## src/rtl/hazard_scoreboard.sv

```systemverilog
// Tracks in-flight destination registers and raises a pipeline stall when bypassing cannot cover a RAW hazard.
// Stall is combinational from the ID inputs. Slot state and counters update on each rising edge.
// Backpressure: stall freezes PC and IF/ID and puts a bubble into EX; flush overrides stall.
module hazard_scoreboard #(
    parameter int CNT_WIDTH = 32
) (
    input  logic                 clk,
    input  logic                 reset,
    input  logic                 id_valid,
    input  logic [4:0]           id_rs1,
    input  logic [4:0]           id_rs2,
    input  logic                 id_use_rs1,
    input  logic                 id_use_rs2,
    input  logic                 id_is_ecall,
    input  logic [4:0]           id_rd,
    input  logic                 id_reg_write,
    input  logic                 id_mem_read,
    input  logic                 flush,
    output logic                 stall,
    output logic [31:0]          ex_busy_mask,
    output logic [CNT_WIDTH-1:0] stall_count,
    output logic [CNT_WIDTH-1:0] ecall_stall_count
);

    typedef struct packed {
        logic       valid;
        logic [4:0] rd;
        logic       reg_write;
        logic       mem_read;
    } slot_t;

    localparam logic [CNT_WIDTH-1:0] CNT_ONE = CNT_WIDTH'(1);
    localparam logic [CNT_WIDTH-1:0] CNT_MAX = '1;

    // No WB slot is kept: an instruction in WB is already visible through
    // the register file or the bypass network, so it can never cause a stall.
    slot_t ex_q;
    slot_t mem_q;
    slot_t ex_d;

    logic ex_live;
    logic mem_live;
    logic load_use;
    logic ecall_haz;

    assign ex_live  = ex_q.valid  && ex_q.reg_write  && (ex_q.rd  != 5'd0);
    assign mem_live = mem_q.valid && mem_q.reg_write && (mem_q.rd != 5'd0);

    assign load_use = id_valid && ex_live && ex_q.mem_read &&
                      ((id_use_rs1 && (ex_q.rd == id_rs1)) ||
                       (id_use_rs2 && (ex_q.rd == id_rs2)));

    // ECALL only gets x17 bypassed from EX/MEM, so a load result must first reach WB.
    assign ecall_haz = id_valid && id_is_ecall &&
                       ((ex_live && (ex_q.rd == 5'd17)) ||
                        (mem_live && mem_q.mem_read && (mem_q.rd == 5'd17)));

    assign stall = (load_use || ecall_haz) && !flush;

    always_comb begin
        ex_d = '0;
        if (id_valid && !stall && !flush) begin
            ex_d.valid     = 1'b1;
            ex_d.rd        = id_rd;
            ex_d.reg_write = id_reg_write;
            ex_d.mem_read  = id_mem_read;
        end
    end

    always_comb begin
        ex_busy_mask = '0;
        if (ex_live) begin
            ex_busy_mask[ex_q.rd] = 1'b1;
        end
        if (mem_live) begin
            ex_busy_mask[mem_q.rd] = 1'b1;
        end
        ex_busy_mask[0] = 1'b0;
    end

    always_ff @(posedge clk) begin
        if (reset) begin
            ex_q              <= '0;
            mem_q             <= '0;
            stall_count       <= '0;
            ecall_stall_count <= '0;
        end else begin
            mem_q <= ex_q;
            ex_q  <= ex_d;
            if (stall && (stall_count != CNT_MAX)) begin
                stall_count <= stall_count + CNT_ONE;
            end
            if (stall && ecall_haz && (ecall_stall_count != CNT_MAX)) begin
                ecall_stall_count <= ecall_stall_count + CNT_ONE;
            end
        end
    end

endmodule

```

## config.mk

```make
export PLATFORM = sky130hd
export DESIGN_NAME = hazard_scoreboard
export DESIGN_NICKNAME = d
export VERILOG_FILES = /design/src/rtl/hazard_scoreboard.sv
export SDC_FILE = /design/constraint.sdc
export NUM_CORES = 1
export LEC_CHECK = 0
export BUFFER_PORTS_ARGS = -buffer_cell sky130_fd_sc_hd__buf_2
export CAP_MARGIN = 15
export CORE_AREA = 5 5 94 96
export DETAILED_ROUTE_END_ITERATION = 12
export DIE_AREA = 0 0 99 101
export HOLD_SLACK_MARGIN = 0.12
export PLACE_DENSITY = 0.83
export SLEW_MARGIN = 5
export SYNTH_ARGS = -nofsm -noshare
export SYNTH_HDL_FRONTEND = slang
export SYNTH_SLANG_ARGS = --single-unit
```

## constraint.sdc

```tcl
create_clock -name clk -period 4.4 [get_ports clk]
set_clock_uncertainty 0.05 [all_clocks]
set_input_delay 0.22 -clock clk [delete_from_list [all_inputs] [get_ports clk]]
set_output_delay 0.22 -clock clk [all_outputs]
set_load 0.005 [all_outputs]
```

==> results_dict.tcl, run 1 <==
set metrics [dict create \
    cts_resized 0 \
    p_per_area_nw_per_um2 262 \
    synth_area_leaders "dfxtp_1 (37%), xnor2_1 (4.8%), nor2_1 (4.3%)" \
    cap_viol_max_count 0 \
    dp.final_hpwl_um 8220 \
    swShare 0.230 \
    grt_first_pass_wirelength_um 18400 \
    wl_per_cell_um 15.3 \
    hold_viol 0 \
    min_period_ns 3.13 \
    tns_ns 0 \
    worstMarginPinSlew_ns 0.759 \
    die_area_um2 10000 \
    finalNonFillerCells 747 \
    cts_buffers 9 \
    yosys.area.top_type_share 0.366 \
    die_h_um 101 \
    hold_class "primary input to flop" \
    fin_crit_sh 0.711 \
    initial_utilization 0.550 \
    p_seq_frac 0.538 \
    crit_path_start_kind "flop" \
    grt_max_degree 43 \
    vias_per_cell 5.98 \
    nets 663 \
    ys_warn_count 0 \
    portBuffers 119 \
    fp.dieW_um 99 \
    clockBufferDepth 2 \
    synth_edf_count 0 \
    clk_pin_slew_ns 0.08 \
    synth-main-ff-cell "dfxtp_1" \
    dp_slack_ns 1.55 \
    grt_use_total 0.219 \
    drive_gt1_frac 0.243 \
    syn_inst 535 \
    grt_pass1_vias 4069 \
    synth_area_um2 4380 \
    synth_fp_nets 561 \
    root_buffer "clkbuf_8" \
    async_flop_share 0 \
    cts_setup_buffers 0 \
    num_antenna_cells 0 \
    peakVddDrop_v 0.000184 \
    place.gp.congestion 0.910 \
    clock_sink_count 80 \
    syn_area_per_cell_um2 8.19 \
    wirelength_um 11500 \
    synth-seq-cells 80 \
    p_int_mw 1.05 \
    fillers 701 \
    clkPwrFrac 0.425 \
    rsz0062_at_grt "false" \
    worst-setup-path-type "flop to output pin" \
    yosysTopAreaCell "dfxtp_1" \
    mostFrequentLayoutCells "buf_2 (119), dfxtp_1 (80), nor2_1 (50)" \
    dp_cells 724 \
    area_growth_pct 18.7 \
    finalSetupViolCount 0 \
    ant_nets 0 \
    antenna_found_initial 0 \
    clock_latency_ns 0.35 \
    endpoint_kind "output pin" \
    arrival_ns 2.86 \
    final-max-slew-violation-count 0 \
    fp.coreArea_um2 7970 \
    grt-ovfl-total 0 \
    dr_total_vias 4465 \
    rows 33 \
    final_util 0.652 \
    power.switching_uw 313 \
    drtPass1Iterations 5 \
    fmax_mhz 320 \
    dr.first_iter.drc_count 229 \
    cp_max_fo 34 \
    setup_ws_ns 1.27 \
    ios 121 \
    power_leakage_nw 2.02 \
    drc 0 \
    final_common_cell "buf_2" \
    cp.required_ns 4.13 \
    maxSlewHeadroom 0.494 \
    yosysSeqAreaShare 0.366 \
    comb_power_share 0.037 \
    synth_cell_types 50 \
    cts_tree "yes" \
    status "complete, no violations" \
    ctsHtreeMaxLevel 3 \
]
-- sequential cells by signal, summed over array words and instances, names as in the netlist --
| signal | cells |
|---|---|
| ecall_stall_count | 32 |
| stall_count | 32 |
| mem_q | 8 |
| ex_q | 8 |
-- kinds of logic (layout without fill, tap and decap cells) --
logic type / after synthesis / count (layout) / synth area share
DFF: 80 / 80 / 0.366
xor gates and xnor gates: 38 / 38 / 0.0760
AOI/OAI and AO/OA: 89 / 89 / 0.126
buffers and inverters: 44 / 151 / 0.0537
muxes: 10 / 10 / 0.0251
and+or+nand+nor: 271 / 271 / 0.347
other: 1 / 1 / 0.000856
adders and majority gates: 2 / 2 / 0.00571
-- metal layers --
layer  vias up  part of all wire  routed length, um  global-route usage
met1      2088              0.42               4780               0.272
met4         0             0.025                285              0.0851
li1       2141                 -                  -                   -
met5         -                 0                  0                   0
met3        32             0.070                800              0.0422
met2       204              0.49               5600               0.377
-- cell type report --
class / instances / area, um2 / share of cell area
clock buffers: 11 / 151 / 0.0291
flip-flops and latches: 80 / 1600 / 0.308
multi-input cells: 411 / 2540 / 0.489
inverters: 7 / 26.3 / 0.00505
clock inverters: 5 / 63.8 / 0.0123
repair buffers: 128 / 681 / 0.131
well taps: 105 / 131 / 0.0253
-- path summary, 6_finish.rpt --
path | from | to | slack (ns) | depth (start not counted)
max reg2reg | ex_q[6] | stall_count[5] | 1.50 | 7
min | flush | ex_q[7] | 0.28 | 3
max | ex_q[4] | stall | 1.27 | 6
min reg2reg | ex_q[0] | mem_q[0] | 0.44 | 1
-- what timing repair did --
| action | CTS | global route |
|---|---|---|
| hold buffers | 7 | 0 |
| endpoints found under the hold margin | 7 | 0 |
| endpoints found under the setup margin | 0 | 0 |
-- per-stage QoR --
step / area (um2) / hold slack, ns / power (mW)
after floorplan: 4380 / 0.292 / 0.778
after detailed placement: 4910 / 0.374 / 0.793
after global placement: 4910 / 0.376 / 0.792
final: 5200 / 0.277 / 1.36
after CTS: 5200 / 0.259 / 1.37
after global routing: 5200 / 0.294 / 1.40
-- cells in the mapped netlist (2+ instances only) --
master and count:
o32ai_1 2, nor2_1 50, xnor2_1 24, nand4_1 24
o31ai_1 13, xor2_1 14, a21oi_1 26, clkbuf_2 2
or4_1 16, o2111ai_1 2, o22ai_1 30, nor2b_1 17
and3_1 9, nand2_1 39, mux2i_1 2, clkbuf_1 17
o21ai_0 13, nand2b_1 3, and4_1 8, nand3b_1 3
nor3b_1 4, and2_1 13, or3b_1 2, or3_1 15
dfxtp_1 80, buf_2 9, ha_1 2, nor3_1 19
inv_1 7, nor4_1 5, buf_6 7, mux2_2 8
nand3_1 33
-- worst max-delay path, cell delays in order (launching register included) --
cell	delay, ns
dfxtp_1	0.43
or3_1	0.49
or3_1	0.40
a31oi_4	0.65
buf_4	0.36
inv_1	0.05
buf_2	0.12
-- power groups by stage --
stage,sequential (mW),clock [mW],combinational (mW)
3_3_place_gp,0.748,0,0.0432
2_1_floorplan,0.745,0,0.0331
6_report,0.732,0.578,0.0498
4_1_cts,0.732,0.589,0.0491
5_1_grt,0.733,0.618,0.0537
3_5_place_dp,0.749,0,0.0441
Power figures use the tool's default switching activity.
==> inputs of run 2 (changes only) <==
- CORE_AREA: 5 5 94 96 -> 5 5 102 104
- DIE_AREA: 0 0 99 101 -> 0 0 107 109
- PLACE_DENSITY: 0.83 -> 0.74
- clock period: 4.4 -> 2.5 ns (I/O delays scaled with it)
==> results_dict.tcl, run 2 (synthesis results as in run 1) <==
set metrics [dict create \
    status "complete, no violations" \
    rows 36 \
    ios 121 \
    p_total_mw 2.57 \
    path_cells "buf_4, or3_4, or3_4, a31oi_4, buf_12, inv_1, buf_2" \
    fin_crit_sh 0.948 \
    grt_use_total 0.207 \
    cp_max_fo 9 \
    cp.required_ns 2.33 \
    root_buffer "clkbuf_8" \
    mostFrequentLayoutCells "buf_2 (119), dfxtp_1 (79), nor2_1 (50)" \
    p_per_area_nw_per_um2 467 \
    ctsHtreeMaxLevel 3 \
    min_period_ns 2.37 \
    crit_path_start_kind "flop" \
    portBuffers 119 \
    rsz0062_at_grt "false" \
    grt_max_degree 36 \
    ant_nets 0 \
    endpoint_kind "output pin" \
    final_common_cell "buf_2" \
    cts_tree "yes" \
    clock_sink_count 80 \
    num_antenna_cells 0 \
    cts_buffers 9 \
    final-max-slew-violation-count 0 \
    peakVddDrop_v 0.000252 \
    power_leakage_nw 2.20 \
    clock_latency_ns 0.35 \
    fmax_mhz 422 \
    grt_pass1_vias 4244 \
    worstMarginPinSlew_ns 0.652 \
    drtPass1Iterations 5 \
    tns_ns 0 \
    worst-setup-path-type "flop to output pin" \
    dp.final_hpwl_um 8490 \
    dr.first_iter.drc_count 252 \
    grt_first_pass_wirelength_um 20000 \
    area_growth_pct 25.8 \
    wl_per_cell_um 15.5 \
    wirelength_um 12100 \
    cap_viol_max_count 0 \
    maxSlewHeadroom 0.565 \
    worst_path_most_repeated_cell "or3_4" \
    dr_total_vias 4489 \
    initial_utilization 0.463 \
    hold_viol 0 \
    grt-ovfl-total 0 \
    place.gp.congestion 0.832 \
    die_h_um 109 \
    cp_slowest_cell "or3_4" \
    largestRegisters "ecall_stall_count: 32 flops, stall_count: 32 flops" \
    crit_path_max_incr_delay_ns 0.37 \
    nets 687 \
    drive_gt1_frac 0.278 \
    cp_top_family "simple AND/OR/NAND/NOR gates" \
    antenna_found_initial 0 \
    worstPathBufferInverterCount 4 \
    clk_pin_slew_ns 0.09 \
    vias_per_cell 5.76 \
    arrival_ns 2.19 \
    clockBufferDepth 2 \
    fp.coreArea_um2 9460 \
    hold_class "primary input to flop" \
    fp.dieW_um 107 \
    drc 0 \
    die_area_um2 11700 \
    finalSetupViolCount 0 \
]
## run 2: cell count changes in the layout (fill, tap and decap cells not counted), sizes merged
| cell | previous run | this run |
|---|---|---|
| clkinv | 2 | 1 |
| clkbuf | 11 | 10 |
| bufinv | 1 | 3 |
| buf | 121 | 143 |
| bufbuf | 0 | 2 |
## run 2: where the power goes
part | total [mW] | leakage [nW] | internal [mW] | switching [mW]
clock | 1.19 | 0.123 | 0.696 | 0.489
combinational | 0.100 | 1.43 | 0.0474 | 0.0530
sequential | 1.29 | 0.646 | 1.28 | 0.00680
total | 2.57 | 2.20 | 2.02 | 0.549
## run 2: stage by stage
step | std cells | cell area [um2] | util | setup slack, ns | hold WS [ns]
floorplan | 535 | 4380 | - | 0.328 | 0.197
global placement | 753 | 5090 | 0.538 | 0.223 | 0.280
detailed placement | 753 | 5090 | 0.538 | 0.142 | 0.286
CTS | 778 | 5480 | 0.579 | 0.00495 | 0.175
global route | 780 | 5510 | 0.583 | 0.00236 | 0.209
finish | 780 | 5510 | 0.583 | 0.130 | 0.186
## run 2: what timing repair did
item                       CTS  global route
setup endpoints to repair    1            14
hold buffers                 7             0
setup buffers                0             2
resized for setup            1             4
pin swaps                    1             1
gates cloned                 2             0
hold endpoints to repair     7             0
## run 2: layer usage
| layer | track usage | part of all wire | vias to the layer above |
|---|---|---|---|
| li1 | - | - | 2204 |
| met1 | 0.260 | 0.42 | 2104 |
| met2 | 0.357 | 0.50 | 165 |
| met3 | 0.0432 | 0.065 | 16 |
| met4 | 0.0630 | 0.015 | 0 |
| met5 | 0 | 0 | - |
## run 2: cell type report
class	count	area, um2
multi-input cells	411	2560
inverters	7	26.3
clock inverters	6	115
flip-flops and latches	80	1600
repair buffers	152	923
well taps	114	143
clock buffers	10	138
fillers	841	3950
## run 2: worst paths after layout
| kind | slack, ns | end | start | depth (start not counted) |
|---|---|---|---|---|
| setup / recovery | 0.13 | stall | ex_q[5] | 7 |
| hold reg to reg | 0.44 | mem_q[0] | ex_q[0] | 1 |
| hold / removal | 0.19 | ex_q[7] | flush | 3 |
| setup reg to reg | 0.14 | stall_count[14] | ex_q[6] | 7 |
## run 2: worst reg2reg max path, stage by stage (launching register included)
cell and delay [ns]:
dfxtp_1 0.42, or3b_4 0.45, nor2_4 0.14, o21a_2 0.19, a31oi_4 0.06, bufbuf_16 0.33, or4_1 0.50, a21oi_1 0.15
==> inputs of run 3 (changes only) <==
- BUFFER_PORTS_ARGS: -buffer_cell sky130_fd_sc_hd__buf_2 -> default
- CORE_AREA: 5 5 102 104 -> 5 5 94 96
- DIE_AREA: 0 0 107 109 -> 0 0 99 101
- DONT_BUFFER_PORTS: default -> 1
==> results_dict.tcl, run 3 (synthesis results as in run 1) <==
set metrics [dict create \
    fmax_mhz 422 \
    initial_utilization 0.550 \
    grt_use_total 0.217 \
    rsz0062_at_grt "false" \
    hold_class "primary input to flop" \
    hold_viol 0 \
    startpoint "ex_q[4]" \
    arrival_ns 2.20 \
    dp_cells 631 \
    grt_first_pass_wirelength_um 18000 \
    crit_path_max_incr_delay_ns 0.42 \
    finalSetupViolCount 0 \
    peakVddDrop_v 0.000363 \
    worstPathBufferInverterCount 2 \
    finalNonFillerCells 659 \
    ctsHtreeMaxLevel 3 \
    num_antenna_cells 0 \
    die_area_um2 10000 \
    fin_crit_sh 0.948 \
    hold_start "id_valid" \
    grt_max_degree 82 \
    cap_viol_max_count 0 \
    place.gp.congestion 0.948 \
    dp.final_hpwl_um 7960 \
    path_cells "or3_1, or3_4, a31oi_4, buf_4, inv_1" \
    fp.coreArea_um2 7970 \
    fp.dieW_um 99 \
    mostFrequentLayoutCells "dfxtp_1 (79), nor2_1 (50), nand2_1 (39)" \
    final_util 0.613 \
    grt_pass1_vias 3737 \
    nets 576 \
    cp_slowest_cell "a31oi_4" \
    p_per_area_nw_per_um2 478 \
    fillers 714 \
    clock_latency_ns 0.34 \
    cp_max_fo 11 \
    ant_nets 0 \
    ios 121 \
    holdWs_ns 0.165 \
    vias_per_cell 6.11 \
    drtPass1Iterations 4 \
    crit_path_start_kind "flop" \
    drc 0 \
    wl_per_cell_um 17.1 \
    largestRegisters "ecall_stall_count: 32 flops, stall_count: 32 flops" \
    cts_buffers 9 \
    die_h_um 101 \
    dr_total_vias 4028 \
    portBuffers 0 \
    clock_sink_count 80 \
    drive_gt1_frac 0.125 \
    grt-ovfl-total 0 \
    worstMarginPinSlew_ns 0.545 \
    placedInstanceArea_um2 4530 \
    tns_ns 0 \
    antenna_found_initial 0 \
    dp_slack_ns 0.0272 \
    p_total_mw 2.34 \
    worst-setup-path-type "flop to output pin" \
    status "complete, no violations" \
    clockBufferDepth 2 \
    area_growth_pct 11.6 \
    endpoint_kind "output pin" \
    final-max-slew-violation-count 0 \
    power_leakage_nw 1.55 \
    dr.first_iter.drc_count 146 \
    rows 33 \
    maxSlewHeadroom 0.634 \
    cp_top_family "simple AND/OR/NAND/NOR gates" \
    clk_pin_slew_ns 0.08 \
    cts_tree "yes" \
    min_period_ns 2.37 \
    root_buffer "clkbuf_8" \
    final_design_area_no_fill_um2 4890 \
    cp.required_ns 2.33 \
    wirelength_um 11300 \
    setup_ws_ns 0.130 \
    final_common_cell "dfxtp_1" \
    crit-reg2reg-launch "ex_q[3]" \
]
run 3: cell count changes in the layout (fill, tap and decap cells not counted), sizes merged:
cell and delta:
inv -1, dlygate4sd3 +3, clkinvlp +2, a31oi +1, buf -113, bufbuf -2
bufinv -2
run 3: where the power goes:
| group | total (mW) | leakage (nW) | switching [mW] | internal (mW) |
|---|---|---|---|---|
| clock network | 0.961 | 0.0904 | 0.479 | 0.482 |
| registers | 1.28 | 0.646 | 0.00565 | 1.28 |
| logic | 0.0914 | 0.811 | 0.0503 | 0.0411 |
run 3: layer usage:
layer  vias up  part of all wire  track usage  wire length, um
met4         0             0.017       0.0714              188
met2       117              0.50        0.369             5650
li1       1977                 -            -                -
met5         -                 0            0                0
met3        19             0.071       0.0678              801
met1      1915              0.41        0.259             4650
run 3: final cells by class:
cell class / count / area, um2 / area share
multi-input cells: 412 / 2570 / 0.527
flip-flops and latches: 80 / 1600 / 0.328
repair buffers: 40 / 358 / 0.0732
clock buffers: 10 / 138 / 0.0282
well taps: 105 / 131 / 0.0269
clock inverters: 5 / 57.6 / 0.0118
inverters: 7 / 26.3 / 0.00538
run 3: worst reg2reg max path, cell delays in order (launching register included):
cell and delay (ns):
dfxtp_1 0.35, buf_4 0.19, nand4b_2 0.25, nor2_4 0.21
o21a_2 0.24, a31oi_4 0.10, buf_4 0.25, or4_1 0.51
a21oi_1 0.15
run 3: path summary, 6_finish.rpt:
path / to / slack (ns) / cells after the start
hold reg to reg: mem_q[1] / 0.44 / 1
setup / recovery: stall / 0.13 / 5
hold / removal: ex_q[7] / 0.16 / 2
setup reg to reg: stall_count[16] / 0.14 / 8
run 3: what timing repair did:
item                                   4_1_cts  5_1_grt
setup endpoints to repair                    1        5
endpoints found under the hold margin       80        0
gates resized for setup                      2        2
hold buffers                                11        0
pin swaps                                    1        1
setup buffers                                0        1
cloned                                       1        0
